File: config.mk
export PLATFORM = sky130hd
export DESIGN_NAME = avalon_st_packetizer_flat
export DESIGN_NICKNAME = d
export VERILOG_FILES = /design/src/rtl/avalon_st_packetizer_if.sv /design/src/rtl/avalon_st_packetizer.sv /design/src/flat_wrapper.sv
export SDC_FILE = /design/constraint.sdc
export NUM_CORES = 1
export LEC_CHECK = 0
export ABC_CLOCK_PERIOD_IN_PS = 1380
export BUFFER_PORTS_ARGS = -buffer_cell sky130_fd_sc_hd__buf_2
export CAP_MARGIN = 20
export CORE_MARGIN = 2
export CORE_UTILIZATION = 45
export DETAILED_ROUTE_END_ITERATION = 16
export PLACE_DENSITY = 0.8
export SYNTH_ARGS = -nofsm -noshare
export SYNTH_HDL_FRONTEND = slang
export SYNTH_SLANG_ARGS = --single-unit
File: constraint.sdc
create_clock -name clk -period 1.38 [get_ports clk]
set_clock_uncertainty 0.1 [all_clocks]
set_input_delay 0.138 -clock clk [delete_from_list [all_inputs] [get_ports clk]]
set_output_delay 0.138 -clock clk [all_outputs]
set_load 0.02 [all_outputs]
File: src/rtl/avalon_st_packetizer_if.sv
// Avalon-ST byte-in / packet-out handshake bundle for avalon_st_packetizer.
// slave is the packetizer's view; master is the view of whatever drives it.
interface avalon_st_packetizer_if;
    logic       asi_valid;
    logic [7:0] asi_data;
    logic       asi_ready;
    logic       aso_valid;
    logic [7:0] aso_data;
    logic       aso_startofpacket;
    logic       aso_endofpacket;
    logic       aso_ready;

    modport master (
        output asi_valid, asi_data, aso_ready,
        input  asi_ready, aso_valid, aso_data, aso_startofpacket, aso_endofpacket
    );

    modport slave (
        input  asi_valid, asi_data, aso_ready,
        output asi_ready, aso_valid, aso_data, aso_startofpacket, aso_endofpacket
    );
endinterface

File: src/rtl/avalon_st_packetizer.sv
// Groups an Avalon-ST byte stream into header+payload packets with a 4-bit sequence number.
// Define AVALON_PACKETIZER_CHECKSUM_EN to append an XOR checksum beat carrying eop.
module avalon_st_packetizer #(
    parameter int PAYLOAD_LEN = 4
) (
    input  logic                   clk,
    input  logic                   reset,
    avalon_st_packetizer_if.slave  st
);
    localparam int CNT_W = $clog2(PAYLOAD_LEN + 1);
    localparam logic [CNT_W-1:0] CNT_LAST = CNT_W'(PAYLOAD_LEN - 1);

    localparam logic [1:0] ST_HEADER   = 2'd0;
    localparam logic [1:0] ST_PAYLOAD  = 2'd1;
`ifdef AVALON_PACKETIZER_CHECKSUM_EN
    localparam logic [1:0] ST_CHECKSUM = 2'd2;
`endif

    logic [1:0]       state_q, state_d;
    logic [3:0]       seq_q, seq_d;
    logic [CNT_W-1:0] cnt_q, cnt_d;
`ifdef AVALON_PACKETIZER_CHECKSUM_EN
    logic [7:0]       chk_q, chk_d;
`endif
    logic             aso_valid_q, aso_valid_d;
    logic [7:0]       aso_data_q, aso_data_d;
    logic             sop_q, sop_d;
    logic             eop_q, eop_d;

    logic             free;
    logic             asi_ready;

    // The single output beat register may take a new beat when empty or draining this cycle.
    assign free      = !aso_valid_q || st.aso_ready;
    assign asi_ready = !reset && (state_q == ST_PAYLOAD) && free;

    assign st.asi_ready         = asi_ready;
    assign st.aso_valid         = aso_valid_q;
    assign st.aso_data          = aso_data_q;
    assign st.aso_startofpacket = sop_q;
    assign st.aso_endofpacket   = eop_q;

    always_comb begin
        state_d     = state_q;
        seq_d       = seq_q;
        cnt_d       = cnt_q;
`ifdef AVALON_PACKETIZER_CHECKSUM_EN
        chk_d       = chk_q;
`endif
        aso_valid_d = aso_valid_q;
        aso_data_d  = aso_data_q;
        sop_d       = sop_q;
        eop_d       = eop_q;

        // A free register that is not reloaded below ends up empty.
        if (free) begin
            aso_valid_d = 1'b0;
        end

        case (state_q)
            ST_HEADER: begin
                // Header only goes out once a payload byte is waiting, so no orphan headers.
                if (free && st.asi_valid) begin
                    aso_valid_d = 1'b1;
                    aso_data_d  = {4'hA, seq_q};
                    sop_d       = 1'b1;
                    eop_d       = 1'b0;
                    cnt_d       = '0;
`ifdef AVALON_PACKETIZER_CHECKSUM_EN
                    chk_d       = 8'h00;
`endif
                    state_d     = ST_PAYLOAD;
                end
            end
            ST_PAYLOAD: begin
                if (st.asi_valid && asi_ready) begin
                    aso_valid_d = 1'b1;
                    aso_data_d  = st.asi_data;
                    sop_d       = 1'b0;
                    eop_d       = 1'b0;
                    cnt_d       = cnt_q + CNT_W'(1);
`ifdef AVALON_PACKETIZER_CHECKSUM_EN
                    chk_d       = chk_q ^ st.asi_data;
                    if (cnt_q == CNT_LAST) begin
                        state_d = ST_CHECKSUM;
                    end
`else
                    if (cnt_q == CNT_LAST) begin
                        eop_d   = 1'b1;
                        seq_d   = seq_q + 4'd1;
                        state_d = ST_HEADER;
                    end
`endif
                end
            end
`ifdef AVALON_PACKETIZER_CHECKSUM_EN
            ST_CHECKSUM: begin
                if (free) begin
                    aso_valid_d = 1'b1;
                    aso_data_d  = chk_q;
                    sop_d       = 1'b0;
                    eop_d       = 1'b1;
                    seq_d       = seq_q + 4'd1;
                    state_d     = ST_HEADER;
                end
            end
`endif
            default: begin
                state_d = ST_HEADER;
            end
        endcase
    end

    always_ff @(posedge clk) begin
        if (reset) begin
            state_q     <= ST_HEADER;
            seq_q       <= 4'd0;
            cnt_q       <= '0;
`ifdef AVALON_PACKETIZER_CHECKSUM_EN
            chk_q       <= 8'h00;
`endif
            aso_valid_q <= 1'b0;
            aso_data_q  <= 8'h00;
            sop_q       <= 1'b0;
            eop_q       <= 1'b0;
        end else begin
            state_q     <= state_d;
            seq_q       <= seq_d;
            cnt_q       <= cnt_d;
`ifdef AVALON_PACKETIZER_CHECKSUM_EN
            chk_q       <= chk_d;
`endif
            aso_valid_q <= aso_valid_d;
            aso_data_q  <= aso_data_d;
            sop_q       <= sop_d;
            eop_q       <= eop_d;
        end
    end
endmodule

File: src/flat_wrapper.sv
// flat-port wrapper written by rule: the top's interface ports become plain ports
module avalon_st_packetizer_flat 
#(
    parameter int PAYLOAD_LEN = 4
)
  (clk, reset, st_asi_valid, st_asi_data, st_aso_ready, st_asi_ready, st_aso_valid, st_aso_data, st_aso_startofpacket, st_aso_endofpacket);
  avalon_st_packetizer_if st_i ();
  input  logic clk;
  input  logic reset;
  input wire logic [$bits(st_i.asi_valid)-1:0] st_asi_valid;
  input wire logic [$bits(st_i.asi_data)-1:0] st_asi_data;
  input wire logic [$bits(st_i.aso_ready)-1:0] st_aso_ready;
  output wire logic [$bits(st_i.asi_ready)-1:0] st_asi_ready;
  output wire logic [$bits(st_i.aso_valid)-1:0] st_aso_valid;
  output wire logic [$bits(st_i.aso_data)-1:0] st_aso_data;
  output wire logic [$bits(st_i.aso_startofpacket)-1:0] st_aso_startofpacket;
  output wire logic [$bits(st_i.aso_endofpacket)-1:0] st_aso_endofpacket;
  assign st_i.asi_valid = st_asi_valid;
  assign st_i.asi_data = st_asi_data;
  assign st_i.aso_ready = st_aso_ready;
  assign st_asi_ready = st_i.asi_ready;
  assign st_aso_valid = st_i.aso_valid;
  assign st_aso_data = st_i.aso_data;
  assign st_aso_startofpacket = st_i.aso_startofpacket;
  assign st_aso_endofpacket = st_i.aso_endofpacket;
  avalon_st_packetizer #(.PAYLOAD_LEN(PAYLOAD_LEN)) u_core (.clk(clk), .reset(reset), .st(st_i));
endmodule
# Yosys cells after proc, flatten, opt, wreduce, memory -nomap -nowiden
# Cells that the tools add are included.
[op_classes]
n_mux = 21
n_eq_ne = 5
reduce_logical = 12
addsub = 2
[op_table]
columns = ["operator", "count"]
rows = [
  ["2-to-1 mux 8 bit", 2],
  ["one-hot mux 8 bit (2 select lines)", 1],
  ["AND reduction 3 bit", 3],
  ["2-to-1 mux 1 bit", 8],
  ["2-to-1 mux 2 bit", 3],
  ["2-to-1 mux 3 bit", 2],
  ["one-hot mux 1 bit (2 select lines)", 3],
  ["one-hot mux 3 bit (2 select lines)", 1],
  ["adder 4 x 1 -> 4 bit, second input constant", 1],
  ["logical AND 1 bit", 4],
  ["inequality test 2 bit, second input constant", 2],
  ["one-hot mux 2 bit (2 select lines)", 1],
  ["adder 3 x 1 -> 3 bit, second input constant", 1],
  ["== test 3 x 2 -> 1 bit, second input constant", 1],
  ["== test 2 x 1 -> 1 bit, second input constant", 1],
  ["logical NOT 1 bit", 2],
  ["logical NOT 2 bit", 1],
  ["inequality test 2 x 1 -> 1 bit, second input constant", 1],
  ["nonzero test 2 bit", 1],
  ["logical OR 1 bit", 1],
]
[word_totals]
input_bits = 12
output_inout_bits = 12
regBits = 20
wordCells = 47

# Depth between registers and ports, before layout
[depth]
word_depth = 6
depth_mapped = 5
depth_no_buf = 5

# Worst setup path before layout
# Ideal clock, no wire load.
[synth_timing]
path_kind = "register -> register"
startpoint = "reg u_core.cnt_q[0]"
endpoint = "reg u_core.seq_q[3]"
period_less_slack_ns = 1.450
t_arrival_ns = 1.280
setup_time_ns = 0.070
setup_slack_ns = -0.070
stages_incl_launch_ff = 6
cell_sequence = "dfxtp_1 > ha_1 > ha_1 > nand4_2 > or4_1 > a21oi_1"
[synth_between]
elab_chain_cells = 2
[synth_lines]
columns = ["element", "line_no", "source"]
rows = [
  ["from (decl)", "avalon_st_packetizer.sv:21", "logic [CNT_W-1:0] cnt_q, cnt_d;"],
  ["from (signal assigned)", "avalon_st_packetizer.sv:129", "cnt_q <= cnt_d;"],
  ["== test 3 x 2 -> 1 bit", "avalon_st_packetizer.sv:88", "if (cnt_q == CNT_LAST) begin"],
  ["AND reduction 3 bit (no source line)", "-", ""],
  ["to (signal assigned)", "avalon_st_packetizer.sv:128", "seq_q <= seq_d;"],
  ["to (decl)", "avalon_st_packetizer.sv:20", "logic [3:0] seq_q, seq_d;"],
]
# No other way between the ends.
# A chain may end at the register's enable or synchronous reset.

# Worst setup path in the final report
[layout_timing]
startpoint = "reg u_core.cnt_q[1]"
endpoint = "reg u_core.seq_q[3]"
# The elaborated chain is that of the path after synthesis.

==> results by group <==
STA
  • Fin Hold WS: 18.2 ps
  • Measured slew at the worst slew-check pin: 410 ps
  • Tcrit/Tclk final: 1.07
  • Max-Slew Margin vs Limit: 0.726
  • Final hold vios: 0
  • Final slew viol count: 0
  • Highest Clock Rate: 678 MHz
  • RSZ-0062 raised after global routing: true
  • Final WS setup: -94.0 ps
  • Setup violations, final: 2
  • Final worst path period need: between 1000 and 1500 ps

Clock network
  • CTS buffer count: 3
  • TritonCTS clock tree: done
  • CTS sink cnt: 19
  • Clk_lat worst skew: 280 ps
  • Clk buf depth: 2
  • CTS Root Cell: clkbuf_4
  • Htree depth: 1
  • Clk pin slew, worst setup/hold paths: 100 ps

GRT
  • Vias in the first global route: 806
  • First-pass GRT wire length: between 3 and 4 mm
  • Largest net degree at the start of global routing: 16
  • Total grt overflow: 0
  • Initial antenna violation count: 0
  • GRT Overall Usage: 0.190

Yosys
  • Register area share after synthesis: 0.428
  • Synth warnings: 0
  • Cell count after synthesis: 97
  • Seq cells post-synth: 19
  • Syn nets: 112
  • Post-Syn Area: 890 sq um
  • Avg Inst Size Synth: 9.17 sq um
  • Cell variety after synth: 28

Cells and area
  • Most frequent cells in the layout: 22 x buf_2, 15 x a21oi_1, 15 x dfxtp_1
  • Area growth syn-to-layout: 35.2%
  • Commonest non-fill, non-tap cell in the layout: buf_2
  • Final net count: ~150
  • Number of diodes: 0
  • Finished Layout Cells: between 150 and 200
  • Layout cells sized above 1: 0.434
  • Final instance area: 0.00120 sq mm

Floorplan
  • CORE AREA: about 0.0019 sq mm
  • Die W: between 40 and 50 microns
  • Num ports: 24
  • Die height: 48.5 microns
  • Die Area: roughly 0.0023 sq mm
  • # rows: 16
  • Initial Utilization: 0.463

Worst setup path
  • Cell depth of the worst flop-to-flop path: 5
  • Setup crit end kind: flop
  • WP data required: 1510 ps
  • Setup crit start kind: flop
  • R2R Path Start: u_core.cnt_q[1]$_SDFFE_PP0P_
  • Reg2Reg Setup Slack: -90 ps
  • Reg2reg end: u_core.seq_q[3]$_SDFFE_PP0P_
  • Crit path max fanout: 4
  • Critical path class: reg -> reg
  • Critical Path AT: 1600 ps

Placement
  • Gpl congestion: between 0.7 and 0.8
  • DP Cell Count: 147
  • DP HPWL: 1.47 mm
  • Dpl cell area: 0.00107 sq mm
  • Count of input and output buffers: 23

Drt
  • Vias: 840
  • Wirelength per Cell: approximately 14 microns
  • Antenna viol nets, final: 0
  • Initial DRC count: 10
  • DRT Pass-1 Iters: 4
  • # DRC: 0
  • Drt total wl: 2.21 mm
  • Vias/cell: 5.38

Power and ir drop
  • Power per Cell Area: 877 mW/mm^2
  • Lkg Pwr: ~0.5 nW
  • Peak supply drop: 0.589 mV
  • Pwr Total: 1.05 mW

Status
  • Status: finished, violations left
  • Violated checks: negative setup slack

Worst hold path
  • Hold Crit Endpoint: u_core.st.aso_data[5]$_SDFFE_PP0P_
  • Worst hold stages: 3
  • Worst hold start: st_asi_data[5]
  • Worst hold path class: in -> reg

Job
  • Max Cap Viol: 0
-- worst max path at each step --
stage,start,end,slack [ps],cells past startpoint
global route,u_core.cnt_q[1]$_SDFFE_PP0P_,u_core.seq_q[3]$_SDFFE_PP0P_,-140,5
CTS,u_core.cnt_q[1]$_SDFFE_PP0P_,u_core.seq_q[3]$_SDFFE_PP0P_,-70,5
floorplan,u_core.cnt_q[1]$_SDFFE_PP0P_,u_core.seq_q[3]$_SDFFE_PP0P_,-10,5
finish,u_core.cnt_q[1]$_SDFFE_PP0P_,u_core.seq_q[3]$_SDFFE_PP0P_,-90,5
global placement,u_core.cnt_q[1]$_SDFFE_PP0P_,u_core.seq_q[3]$_SDFFE_PP0P_,-40,5
detailed placement,u_core.cnt_q[1]$_SDFFE_PP0P_,u_core.seq_q[3]$_SDFFE_PP0P_,-90,5
-- state kept, by name, summed over array words and instances (netlist names) --
name / cells
u_core.st.aso_data: 8
u_core.st.aso_startofpacket: 1
u_core.seq_q: 4
u_core.st.aso_endofpacket: 1
u_core.state_q: 1
u_core.cnt_q: 3
u_core.st.aso_valid: 1
-- power by group --
part	internal, mW	switching, mW	total, mW
combinational	0.0837	0.111	0.194
sequential	0.572	0.0153	0.587
clock	0.112	0.160	0.272
-- cell usage after synthesis --
library cell	number	area share
a211oi_1	4	0.034
a21oi_1	16	0.090
a311oi_1	3	0.030
a31o_1	1	0.0098
and3_1	1	0.0070
and4_4	1	0.013
buf_1	1	0.0042
buf_2	5	0.028
buf_4	2	0.017
buf_6	1	0.013
dfxtp_1	19	0.43
ha_1	3	0.042
inv_1	4	0.017
inv_2	1	0.0042
mux2_4	1	0.017
mux2i_1	5	0.056
nand2_1	2	0.0084
nand2b_1	3	0.021
nand4_1	4	0.028
nand4_2	1	0.014
nand4b_1	2	0.020
nor2_1	4	0.017
nor2b_1	2	0.014
nor3_1	1	0.0056
o21ai_0	7	0.039
o31ai_1	1	0.0084
or3_1	1	0.0070
or4_1	1	0.0084
-- critical path: stages (launching register included) --
cell	delay [ps]
dfxtp_2	360
ha_4	140
ha_4	150
nand4_4	110
or4_4	430
a21oi_2	120
-- final cells by class --
class,count,area (sq um)
flip-flops and latches,19,388
multi-input cells,64,503
inverters,5,18.8
well taps,27,33.8
repair buffers,37,233
fillers,167,719
clock buffers,4,26.3
-- timing repair --
item	4_1_cts	5_1_grt
hold endpoints to repair	1	0
resized for setup	8	9
buffers inserted	1	4
endpoints found under the setup margin	6	15
hold buffers	1	0
pin swaps	0	1
-- cells by family after synthesis --
logic type / after synthesis / share of synthesized area
simple gates: 23 / 0.163
buf+inv: 14 / 0.0830
flops: 19 / 0.428
compound gates: 32 / 0.211
mux: 6 / 0.0731
fa+ha+maj: 3 / 0.0422
-- through the flow --
stage / setup slack, ps / util / TNS (ps)
6_report: -94.0 / 0.626 / -121
5_1_grt: -142 / 0.626 / -351
4_1_cts: -73.0 / 0.594 / -109
3_5_place_dp: -92.1 / 0.555 / -134
3_3_place_gp: -38.3 / 0.555 / -38.3
2_1_floorplan: -10.6 / - / -10.6
-- routing by layer --
| metal | share of wire | track usage | vias up |
|---|---|---|---|
| met4 | 0.014 | 0.0714 | 0 |
| met5 | 0 | 0 | - |
| met3 | 0.037 | 0.0340 | 4 |
| met2 | 0.52 | 0.345 | 24 |
| met1 | 0.43 | 0.223 | 394 |
| li1 | - | - | 418 |
Power figures use the tool's default switching activity.
